==> config.mk <==
export PLATFORM = sky130hd
export DESIGN_NAME = shift_seq_ctrl
export DESIGN_NICKNAME = d
export VERILOG_FILES = /design/src/rtl/shift_seq_pkg.sv /design/src/rtl/shift_seq_ctrl.sv
export SDC_FILE = /design/constraint.sdc
export NUM_CORES = 1
export LEC_CHECK = 0
export CAP_MARGIN = 20
export CORE_ASPECT_RATIO = 0.6
export CORE_MARGIN = 1
export CORE_UTILIZATION = 42
export DETAILED_ROUTE_END_ITERATION = 10
export PLACE_DENSITY = 0.86
export SETUP_SLACK_MARGIN = 0.1
export SYNTH_ARGS = -nofsm -noshare
export SYNTH_HDL_FRONTEND = slang
export SYNTH_SLANG_ARGS = --single-unit
==> constraint.sdc <==
create_clock -name clk -period 2.3 [get_ports clk]
set_input_delay 0.575 -clock clk [delete_from_list [all_inputs] [get_ports clk]]
set_output_delay 0.575 -clock clk [all_outputs]
set_load 0.01 [all_outputs]
==> src/rtl/shift_seq_pkg.sv <==
// Shared types and shifter control codes for the shift sequencer.
package shift_seq_pkg;

  typedef enum logic [2:0] {
    ST_IDLE,
    ST_LDC,
    ST_LDD,
    ST_SHIFT,
    ST_FIN
  } state_t;

  typedef enum logic [1:0] {
    OP_ROL = 2'b00,
    OP_RCL = 2'b01,
    OP_ROR = 2'b10,
    OP_RCR = 2'b11
  } op_t;

  // {sh_s, sh_m} codes understood by the attached shifter
  localparam logic [2:0] CODE_HOLD = 3'b000;
  localparam logic [2:0] CODE_ROL  = 3'b010;
  localparam logic [2:0] CODE_RCL  = 3'b011;
  localparam logic [2:0] CODE_ROR  = 3'b100;
  localparam logic [2:0] CODE_RCR  = 3'b101;
  localparam logic [2:0] CODE_LDC  = 3'b110;
  localparam logic [2:0] CODE_LDD  = 3'b111;

  function automatic logic [2:0] shift_code(input op_t op);
    return {op[1], ~op[1], op[0]};
  endfunction

endpackage

==> src/rtl/shift_seq_ctrl.sv <==
// Sequences an external shifter: load c0, load data, step count times, capture.
//   state | meaning
//   IDLE  | shifter held, waiting for start
//   LDC   | load shifter c0 from latched cin
//   LDD   | load shifter data from latched operand
//   SHIFT | one rotate step per cycle until the counter reaches 1
//   FIN   | capture shifter data and flags, pulse done
module shift_seq_ctrl
  import shift_seq_pkg::*;
#(
  parameter int WIDTH = 16,
  parameter int CNTW  = 5
) (
  input  logic             clk,
  input  logic             rst,
  input  logic             start,
  input  logic [1:0]       op,
  input  logic [CNTW-1:0]  count,
  input  logic [WIDTH-1:0] operand,
  input  logic             cin,
  output logic [1:0]       sh_s,
  output logic             sh_m,
  output logic [WIDTH-1:0] sh_d,
  input  logic [WIDTH-1:0] sh_q,
  input  logic [15:0]      sh_flag,
  output logic             busy,
  output logic             done,
  output logic [WIDTH-1:0] result,
  output logic [15:0]      flag_out
);

  localparam logic [CNTW-1:0] CNT_ONE = CNTW'(1);

  state_t           state;
  op_t              op_q;
  logic [CNTW-1:0]  cnt;
  logic [WIDTH-1:0] operand_q;
  logic             cin_q;
  logic [2:0]       code;

  always_comb begin
    code = CODE_HOLD;
    sh_d = '0;
    case (state)
      ST_LDC: begin
        code = CODE_LDC;
        sh_d = {{(WIDTH-1){1'b0}}, cin_q};
      end
      ST_LDD: begin
        code = CODE_LDD;
        sh_d = operand_q;
      end
      ST_SHIFT: code = shift_code(op_q);
      default:  code = CODE_HOLD;
    endcase
  end

  assign sh_s = code[2:1];
  assign sh_m = code[0];

  always_ff @(posedge clk or posedge rst) begin
    if (rst) begin
      state     <= ST_IDLE;
      op_q      <= OP_ROL;
      cnt       <= '0;
      operand_q <= '0;
      cin_q     <= 1'b0;
      busy      <= 1'b0;
      done      <= 1'b0;
      result    <= '0;
      flag_out  <= '0;
    end else begin
      done <= 1'b0;
      case (state)
        ST_IDLE: begin
          if (start) begin
            op_q      <= op_t'(op);
            cnt       <= count;
            operand_q <= operand;
            cin_q     <= cin;
            busy      <= 1'b1;
            state     <= ST_LDC;
          end
        end
        ST_LDC: state <= ST_LDD;
        ST_LDD: state <= (cnt != '0) ? ST_SHIFT : ST_FIN;
        ST_SHIFT: begin
          cnt <= cnt - CNT_ONE;
          if (cnt == CNT_ONE) state <= ST_FIN;
        end
        ST_FIN: begin
          result   <= sh_q;
          flag_out <= sh_flag;
          done     <= 1'b1;
          busy     <= 1'b0;
          state    <= ST_IDLE;
        end
        default: state <= ST_IDLE;
      endcase
    end
  end

endmodule

==> impl_metrics.csv <==
group,metric,value,unit
outcome,status,"complete, no violations",
synth,syn_area,2645,um2
detailed_routing,final_antenna_net_count,0,
sta,setup_viol,0,
die,die_area,6629,um2
detailed_routing,wire_per_inst,15.33,um
sta,whs,0.5059,ns
sta,finalHoldViolCount,0,
hold_path,hp-class,"reg -> reg",
sta,max_slew_margin,73.82,%
placement,gp_congestion,0.7260,
synth,yosys.area_share.simple,9.555,%
power_and_ir_drop,clkPwrFrac,22.7,%
sta,worst_clock_skew,0.005671,ns
placement,pre_cts_slack,0.1881,ns
power_and_ir_drop,p_sw_share,29.96,%
cts,htreeDepth,3,
grt,antenna_found_initial,0,
final_layout,antenna_cells,0,
cts,cts_root_buf,"clkbuf_8",
final_layout,finalNetCount,377,
synth,synthMuxAreaShare,23.70,%
cts,numCtsBuffers,9,
worst_setup_path,crit_type,"reg -> out",
synth,synth_xor_area_share,0,%
worst_setup_path,end_kind,"output port",
synth,synthAdderAreaFrac,1.419,%
synth,synth_common_cells,"dfrtp_1, mux2_2, and2_1",
synth,async_reset_ff_share,100.0,%
sta,max_slew.worst_pin.slew,0.3927,ns
synth,synthFlopType,"dfrtp_1",
power_and_ir_drop,p_total,4.052,mW
placement,place_area,3856,um2
synth,synth_seq_cells,61,
synth,synth_top_cell_by_area,"dfrtp_1",
flow_run,maxCapViolations,0,
power_and_ir_drop,p_leak,1.872,nW
final_layout,area_delta_synth_final,55.20,%
worst_setup_path,arrival,1.61,ns
synth,synth_edf_count,0,
power_and_ir_drop,power_frac_comb,37.7,%
sta,min_period,2.182,ns
cts,clkLatencyLatePin,0.33,ns
placement,port_buffers,111,
cts,cts.path.max_buffers,2,
synth,synth_fp_nets,250,
worst_setup_path,critPathLaunchType,"register",
synth,synth_compound_area_share,3.690,%
placement,dp_hpwl,4296,um
power_and_ir_drop,internal_power,2.838,mW
sta,slew_viol_final,0,
sta,timing.fmax,0.4583,GHz
final_layout,final_area,4105,um2
cts,path_clk_slew,0.07,ns
die,ioPinCount,112,
die,core_area,5807,um2
sta,rsz0062_at_grt,"yes",
die,rows,21,
hold_path,min_to,"operand_q[5]$_DFFE_PP0P_",
synth,synthTopCellsByArea,"dfrtp_1, mux2_2, and2_1",
cts,cts_tree,"done",
hold_path,min_delay_path_depth,1,
detailed_routing,via_per_inst,4.838,
synth,netlist_instances,188,
grt,grt_pass1_vias,2056,
sta,setup_slack,0.1178,ns
worst_setup_path,r2r_slack,0.57,ns
synth,yosysMostFrequentCell,"dfrtp_1",
synth,synth_top_family_by_area,"multiplexers",
grt,grt_max_degree,35,
die,die_width,104.5,um
power_and_ir_drop,powerDensity,987.0,nW/um2
sta,final.period_utilization,94.88,%
worst_setup_path,path_max_fanout,5,
detailed_routing,totalWireLength,6131,um
grt,grt_usage,20.47,%
synth,synth_top_area_share,57.71,%
cts,cts.sinks,61,
worst_setup_path,reg2reg_depth,6,
detailed_routing,drt-initial-drc-count,85,
final_layout,drive_gt1_share,34.69,%
worst_setup_path,r2r_end,"result[14]$_DFFE_PP0P_",
hold_path,min_from,"operand_q[5]$_DFFE_PP0P_",
worst_setup_path,worstReg2RegStart,"state[1]$_DFFE_PP0P_",
die,die_h,63.47,um
final_layout,fillers,434,
die,initial_core_util,45.55,%
synth,yosysUniqueCellTypes,30,
grt,grt_pass1_wl,10200,um
synth,yosys_warnings,0,
power_and_ir_drop,p_sw,1.214,mW
worst_setup_path,timing.critical_path.required,1.73,ns
detailed_routing,drc,0,
grt,grt_overflow_total,0,
detailed_routing,vias,1935,
synth,yosysSeqAreaShare,57.71,%
synth,avgSynthCellArea,14.07,um2
detailed_routing,firstDrtPassIters,4,
power_and_ir_drop,p_seq_share,39.6,%
sta,finalSetupTns,0,ns
power_and_ir_drop,peakVddDrop,0.5854,mV
==> critical path: stages (launching register included) <==
cell and delay [ns]:
dfrtp_2 0.44, nor3b_4 0.28, buf_6 0.14, buf_6 0.10, buf_6 0.09, and2_4 0.13, buf_6 0.09
==> timing repair <==
item	in CTS	in global routing
buffers inserted	6	1
hold buffers	0	0
hold endpoints to repair	0	0
pin swaps	1	1
resized for setup	59	25
setup endpoints to repair	19	14
gates cloned	1	0
==> cells in the final DEF (no fill, tap or decap), drive strengths merged, types with 3 or more instances in the layout <==
| cell type | netlist | final |
|---|---|---|
| and2 | 16 | 16 |
| buf | 10 | 26 |
| clkbuf | 1 | 18 |
| clkdlybuf4s50 | 0 | 92 |
| dfrtp | 61 | 61 |
| ha | 3 | 3 |
| inv | 5 | 5 |
| mux2 | 53 | 53 |
| mux2i | 3 | 3 |
| nand3b | 3 | 3 |
| nor2 | 3 | 3 |
| nor3 | 4 | 4 |
| o21ai | 3 | 3 |
| o221a | 3 | 3 |
==> metrics by stage <==
step	utilization, %	std cells
2_1_floorplan	-	188
6_report	70.70	400
5_1_grt	70.70	400
3_3_place_gp	66.41	376
3_5_place_dp	66.41	376
4_1_cts	70.14	399
==> power groups by stage <==
stage | registers (mW) | clock network (mW) | logic, mW
floorplan | 1.60 | 0 | 0.783
global placement | 1.61 | 0 | 1.38
detailed placement | 1.61 | 0 | 1.43
CTS | 1.60 | 0.952 | 1.47
global route | 1.65 | 1.02 | 1.66
finish | 1.61 | 0.921 | 1.53
==> metal layers <==
| metal | wire length [um] | vias up | global-route usage (%) | part of all wire [%] |
|---|---|---|---|---|
| li1 | - | 914 | - | - |
| met3 | 591 | 10 | 8.178 | 9.6 |
| met2 | 2699 | 94 | 30.79 | 44 |
| met5 | 0 | - | 0 | 0 |
| met1 | 2755 | 917 | 26.74 | 45 |
| met4 | 85 | 0 | 7.321 | 1.4 |
==> logic make-up after synthesis <==
kind of cell               Yosys count
muxes                               56
buffers and inverters               16
and+or+nand+nor                     39
adders and majority gates            3
DFF                                 61
AOI/OAI and AO/OA                   13
==> final cells by class <==
cell class                      instances  area [um2]  area share, %
Multi-Input combinational cell        111        1041          25.36
Clock buffer                           12       145.1          3.536
Clock inverter                          4       47.55          1.158
Inverter                                5       18.77         0.4572
Sequential cell                        61        1528          37.21
Tap cell                               80       100.1          2.438
Timing Repair Buffer                  127        1225          29.84
==> flip-flops by register name (all words and copies together) (netlist names) <==
| register | count |
|---|---|
| busy | 1 |
| cin_q | 1 |
| cnt | 5 |
| done | 1 |
| flag_out | 16 |
| op_q | 2 |
| operand_q | 16 |
| result | 16 |
| state | 3 |
==> how the worst max path moves through the flow <==
stage,start,end,slack (ns)
2_1_floorplan,rst,busy$_DFFE_PP0P_,0.21
3_3_place_gp,state[1]$_DFFE_PP0P_,sh_d[5],0.24
3_5_place_dp,state[1]$_DFFE_PP0P_,sh_d[4],0.19
4_1_cts,state[0]$_DFFE_PP0P_,sh_d[6],0.09
5_1_grt,state[0]$_DFFE_PP0P_,sh_d[6],0.04
6_report,state[0]$_DFFE_PP0P_,sh_d[6],0.12
No activity file was read; power rests on OpenSTA's default activity.
==> patch 1: new RTL, config.mk and constraints unchanged <==
Put a register stage on the outputs `sh_s` and `sh_m`, cleared by the reset. The values now appear one clock later. The other outputs are not delayed to match.
--- a/src/rtl/shift_seq_ctrl.sv
+++ b/src/rtl/shift_seq_ctrl.sv
@@ -55,8 +55,15 @@
     endcase
   end
 
-  assign sh_s = code[2:1];
-  assign sh_m = code[0];
+  always_ff @(posedge clk or posedge rst) begin
+    if (rst) begin
+      sh_s <= '0;
+      sh_m <= '0;
+    end else begin
+      sh_s <= code[2:1];
+      sh_m <= code[0];
+    end
+  end
 
   always_ff @(posedge clk or posedge rst) begin
     if (rst) begin
Check against the original RTL: not equivalent (a bounded check fails within 4 cycles, from zero or initial values and one cycle with rst high).
==> patch 1 against the original RTL <==
  * Synthesized area rose by 2.6%
  * Power fell by 4.1%
  * Routed wire length rose by 0.15%
  * Sequential cell count rose by 3
  * Setup slack improved by 0.065 ns
  * Count of clock-buffer cells in the layout fell by 1
  * Core utilization fell by 3.0 points
  * Clock power fell by 10%
  * Maximum frequency rose by 3.1%
  * Global-route usage fell by 0.50 points
  * Design area rose by 1.6%
==> patch 1: results (changes against the original RTL) <==
| Metric | Value |
|---|---|
| Run status | `finished, final reports clean` |
| Top cells by count, synth | `64 x dfrtp_1, 50 x mux2_2, 16 x and2_1, 6 x buf_2, 5 x inv_1` |
| Worst reg2reg startpoint | `state[1]` |
| Finished Layout Cells | `401 (+0.25%)` |
| Nets | `374 (-0.80%)` |
| FF-to-FF setup slack | `0.44 ns (-0.13 ns)` |
| Top FF cell, synth | `dfrtp_1` |
| DPL Wire Length | `4529 um (+5.4%)` |
| Worst hold start | `operand_q[11]` |
| Syn_area_per_cell | `14.21 um2 (+0.99%)` |
| WL/cell | `15.31 um (-0.10%)` |
| DR pass1 iterations | `5 (+1)` |
| Hold path endpoint | `operand_q[11]` |
| Cells on worst reg2reg path | `6 (unchanged)` |
| Pleak | `2.085 nW (+11%)` |
| Yosys Warn Count | `0 (unchanged)` |
| Dpl cells | `384 (+2.1%)` |
| Worst setup margin | `0.1827 ns (+0.06490 ns)` |
| Largest net degree at the start of global routing | `35 (unchanged)` |
| Share of flip-flops with an asynchronous set or reset | `100.0% (unchanged)` |
| Post-DR vias/cell | `4.855 (+0.37%)` |
| Clock Latency Late Sink | `0.33 ns (about the same)` |
| Peak VDD IR | `0.0004314 V (-26%)` |
| Worst r2r dst | `result[2]` |
| DR top layer | `met4` |
| Clock tree buffer depth | `2 (unchanged)` |
| Total track usage | `19.97% (-0.50 points)` |
| Clock buffer count from CTS | `9 (unchanged)` |
| # fillers | `465 (+7.1%)` |
| Clk slew on worst S/H paths | `0.07 ns (about the same)` |
| Number of DRC markers in iteration 0 | `55 (-35%)` |
| Crit path DAT | `1.54 ns (-0.07 ns)` |
| Hold Path Cell Cnt | `1 (unchanged)` |
| Cell variety after synth | `30 (unchanged)` |
| Biggest regs | `flag_out: 16 flops, operand_q: 16 flops, result: 16 flops` |
| RD Place Congestion | `0.7189 (-0.98%)` |
| Top cells by area, synth | `dfrtp_1 59%, mux2_2 21%, and2_1 3.7%, buf_6 1.7%, ha_1 1.4%` |
| Metal1 wirelength | `2569 um (-6.8%)` |
| Layout cell share with drive strength beyond 1 | `26.81% (-7.9 points)` |
| Worst-Margin Slew | `0.3663 ns (-0.02640 ns)` |
| Syn_nets | `253 (+1.2%)` |
| Clock Skews | `0.007676 ns (+0.002005 ns)` |
| Root Buffer Master | `clkbuf_8` |
| Input/output buffers | `111 (unchanged)` |
| # setup viols final | `0 (unchanged)` |
| First-pass GRT wire length | `10140 um (-0.54%)` |
| Register area share after synthesis | `59.01% (+1.3 points)` |
| Place WS | `0.1688 ns (-0.01932 ns)` |
| CTS H-Tree Depth | `3 (unchanged)` |
| Sw Pwr | `1.168 mW (-3.8%)` |
| Met3 WL post-DR | `735 um (+24%)` |
| DR WL met2 | `2793 um (+3.5%)` |
| HP Class | `reg -> reg` |
| Initial antenna violation count | `0 (unchanged)` |
| CP Max Fanout | `5 (unchanged)` |
| ANT cells | `0 (unchanged)` |
| Vias in the first global route | `2127 (+3.5%)` |
==> patch 1: cell count changes after synthesis, sizes merged <==
| cell | delta |
|---|---|
| dfrtp | +3 |
==> patch 1: kinds of logic (layout without fill, tap and decap cells) <==
| family | Yosys count | after routing | share of synthesized area, % |
|---|---|---|---|
| fa+ha+maj | 3 | 3 | 1.383 |
| simple gates | 39 | 39 | 9.313 |
| flops | 64 | 64 | 59.01 |
| buf+inv | 16 | 142 | 3.596 |
| mux | 56 | 56 | 23.10 |
| compound gates | 13 | 13 | 3.596 |
==> patch 1: power by group through the flow <==
| stage | Combinational (mW) | Sequential [mW] | Clock (mW) |
|---|---|---|---|
| 6_report | 1.38 | 1.68 | 0.829 |
| 5_1_grt | 1.50 | 1.73 | 0.913 |
| 4_1_cts | 1.39 | 1.69 | 0.857 |
| 3_5_place_dp | 1.38 | 1.70 | 0 |
| 3_3_place_gp | 1.32 | 1.68 | 0 |
| 2_1_floorplan | 0.733 | 1.70 | 0 |
==> patch 1: metal layers <==
metal | vias to the layer above | GRT usage (%)
li1 | 904 | -
met1 | 955 | 23.56
met2 | 84 | 30.72
met3 | 4 | 10.71
met4 | 0 | 7.813
met5 | - | 0
==> patch 1: what timing repair did <==
item | in CTS | in global routing
buffers inserted | 0 | 1
gates resized for setup | 5 | 15
setup endpoints to repair | 16 | 15
hold buffers | 0 | 0
==> patch 1: how the worst max path moves through the flow <==
stage                   from             to  slack [ns]  depth (start not counted)
global route        state[0]        sh_d[0]        0.12                          4
finish              state[1]        sh_d[0]        0.18                          4
floorplan                rst           busy        0.13                          1
detailed placement  state[1]        sh_d[6]        0.17                          4
CTS                 state[1]        sh_d[9]       -0.09                          4
global placement       start  operand_q[12]        0.24                          4
==> patch 1: worst max-delay path: stages, from the launching register on <==
cell and delay, ns:
dfrtp_2 0.43, buf_4 0.15, nand3b_1 0.17, a21oi_2 0.18, dlygate4sd2_1 0.29
==> patch 1: area by class of cell <==
cell class	count	area share (%)
Clock buffer	11	3.389
Inverter	5	0.4499
Timing Repair Buffer	121	29.90
Tap cell	84	2.520
Clock inverter	5	0.7798
Multi-Input combinational cell	111	24.54
Sequential cell	64	38.42
==> patch 1: through the flow <==
step / area, um2 / util, % / total power [mW] / hold WS, ns
global route: 4172 / 67.65 / 4.146 / 0.5232
floorplan: 2714 / - / 2.431 / 0.4720
CTS: 4125 / 66.90 / 3.937 / 0.5067
detailed placement: 3944 / 63.96 / 3.083 / 0.4915
global placement: 3944 / 63.96 / 3.009 / 0.4803
finish: 4172 / 67.65 / 3.887 / 0.5038
==> patch 2: new RTL, config.mk and constraints unchanged <==
Without the edit above. Change the parameter `CNTW` from 5 to 10.
--- a/src/rtl/shift_seq_ctrl.sv
+++ b/src/rtl/shift_seq_ctrl.sv
@@ -9,7 +9,7 @@
   import shift_seq_pkg::*;
 #(
   parameter int WIDTH = 16,
-  parameter int CNTW  = 5
+  parameter int CNTW  = 10
 ) (
   input  logic             clk,
   input  logic             rst,
Interface: changed (resized count); port bits go from 112 to 117. No check against the original RTL was run, so the function may have changed too.
==> patch 2 against the original RTL <==
  * Routed wire length is 26% higher
  * Global-route usage is 1.5 points higher
  * Register-to-register slack worse by 0.15 ns
  * Final cell count is 23% higher
  * Sequential cell count is 5 higher
  * Synthesized area is 12% higher
  * Design area is 13% higher
  * Die area is 12% higher
  * Clock power is 61% higher
  * Setup slack better by 0.012 ns
  * Power is 9.1% lower
  * Critical endpoint is now sh_d[1]
  * Largest cell class unchanged
==> patch 2: results (changes against the original RTL) <==
| Metric | Value |
|---|---|
| Run status | `finished, final reports clean` |
| Post-Syn Area | `0.002963 mm2 (+12%)` |
| Compound-Gate Fraction of Synth Area | `5.236% (+1.5 points)` |
| Comb_multi_in | `183 (+65%)` |
| Hold Path Cell Cnt | `2 (+1)` |
| Syn_area_per_cell | `10.89 um2 (-23%)` |
| Top cells by count, synth | `66 x dfrtp_1, 65 x nand2_1, 33 x mux2_2, 17 x and2_1, 11 x nor2_1` |
| Pleak | `2.185 nW (+17%)` |
| Input/output buffers | `116 (+4.5%)` |
| #FFs+latches synth | `66 (+8.2%)` |
| Register area share after synthesis | `55.74% (-2.0 points)` |
| Inverters | `7 (+2)` |
| Syn_nets | `339 (+36%)` |
| Layout cell share with drive strength beyond 1 | `20.49% (-14 points)` |
| Clock Skews | `0.005870 ns (+0.0001997 ns)` |
| DR pass1 iterations | `5 (+1)` |
| Peak VDD IR | `0.0005013 V (-14%)` |
| Vias in the first global route | `2448 (+19%)` |
| # fillers | `540 (+24%)` |
| Crit path capture | `sh_d[1]` |
| Nets | `467 (+24%)` |
| Place WS | `0.06249 ns (-0.1256 ns)` |
| Top cells by area, synth | `dfrtp_1 56%, mux2_2 13%, nand2_1 8.2%, and2_1 3.6%, nor2_1 1.4%` |
| CP Max Fanout | `6 (+1)` |
| Relative slew margins | `61.18% (-13 points)` |
| Period utilisation layout | `94.37% (-0.51 points)` |
| Routed via count | `2497 (+29%)` |
| Root Buffer Master | `clkbuf_16` |
| Adder-Cell Fraction of Synth Area | `1.267% (-0.15 points)` |
| Worst r2r dst | `cnt[4]` |
| Delay-heaviest family, CP | `buffers and inverters` |
| Worst stage delay on the critical path | `0.39 ns (-0.05 ns)` |
| Worst hold start | `operand_q[7]` |
| Data buffer area share | `27.52% (-2.3 points)` |
| Mux contribution to synthesized area | `13.22% (-10 points)` |
| Number of DRC markers in iteration 0 | `184 (+120%)` |
| Start point of the critical path | `state[2]` |
| Cells on worst reg2reg path | `5 (-1)` |
| Power per Cell Area | `795.5 mW/mm2 (-19%)` |
| Sequential cell power | `1.40 mW (-13%)` |
| First-pass GRT wire length | `12540 um (+23%)` |
| RD Place Congestion | `0.8719 (+20%)` |
| Critical-path top delay cell | `dfrtp_1` |
| DPL Wire Length | `5672 um (+32%)` |
| Reg area | `0.001653 mm2 (+8.2%)` |
| DP Area | `0.004300 mm2 (+12%)` |
| Final WL | `7741 um (+26%)` |
| Cell variety after synth | `45 (+50%)` |
| Clock buffers | `10 (-2)` |
| Final clock-cell share | `7.110% (+2.4 points)` |
| Multi-input logic area | `0.001234 mm2 (+19%)` |
| Hold path endpoint | `operand_q[7]` |
| Worst reg2reg startpoint | `state[0]` |
| Hold_ws | `0.4733 ns (-0.03260 ns)` |
patch 2: cell types whose count changed in the layout (fill, tap and decap cells not counted), moves of 4 or more:
cell             unedited run  this run
and2_1                     11        17
and2_4                      5         0
buf_2                       5         1
buf_4                       9        14
buf_6                      10         1
clkbuf_16                   0         9
clkbuf_8                   10         1
clkdlybuf4s50_1            92        97
dfrtp_1                    60        65
dlygate4sd2_1               1        11
mux2_2                     50        33
nand2_1                     2        65
nor2_1                      2        10
nor4_1                      0         4
patch 2: repair_timing:
item,in CTS,in global routing
hold endpoints to repair,0,0
endpoints found under the setup margin,19,8
hold buffers,0,0
buffers inserted,3,0
resized for setup,29,10
patch 2: routing by layer:
| layer | vias to the layer above | GRT usage, % | share of wire (%) |
|---|---|---|---|
| met1 | 1199 | 30.60 | 47 |
| met3 | 5 | 7.006 | 7.2 |
| met5 | - | 0 | 0 |
| met4 | 0 | 5.000 | 0.63 |
| met2 | 97 | 33.54 | 45 |
| li1 | 1196 | - | - |
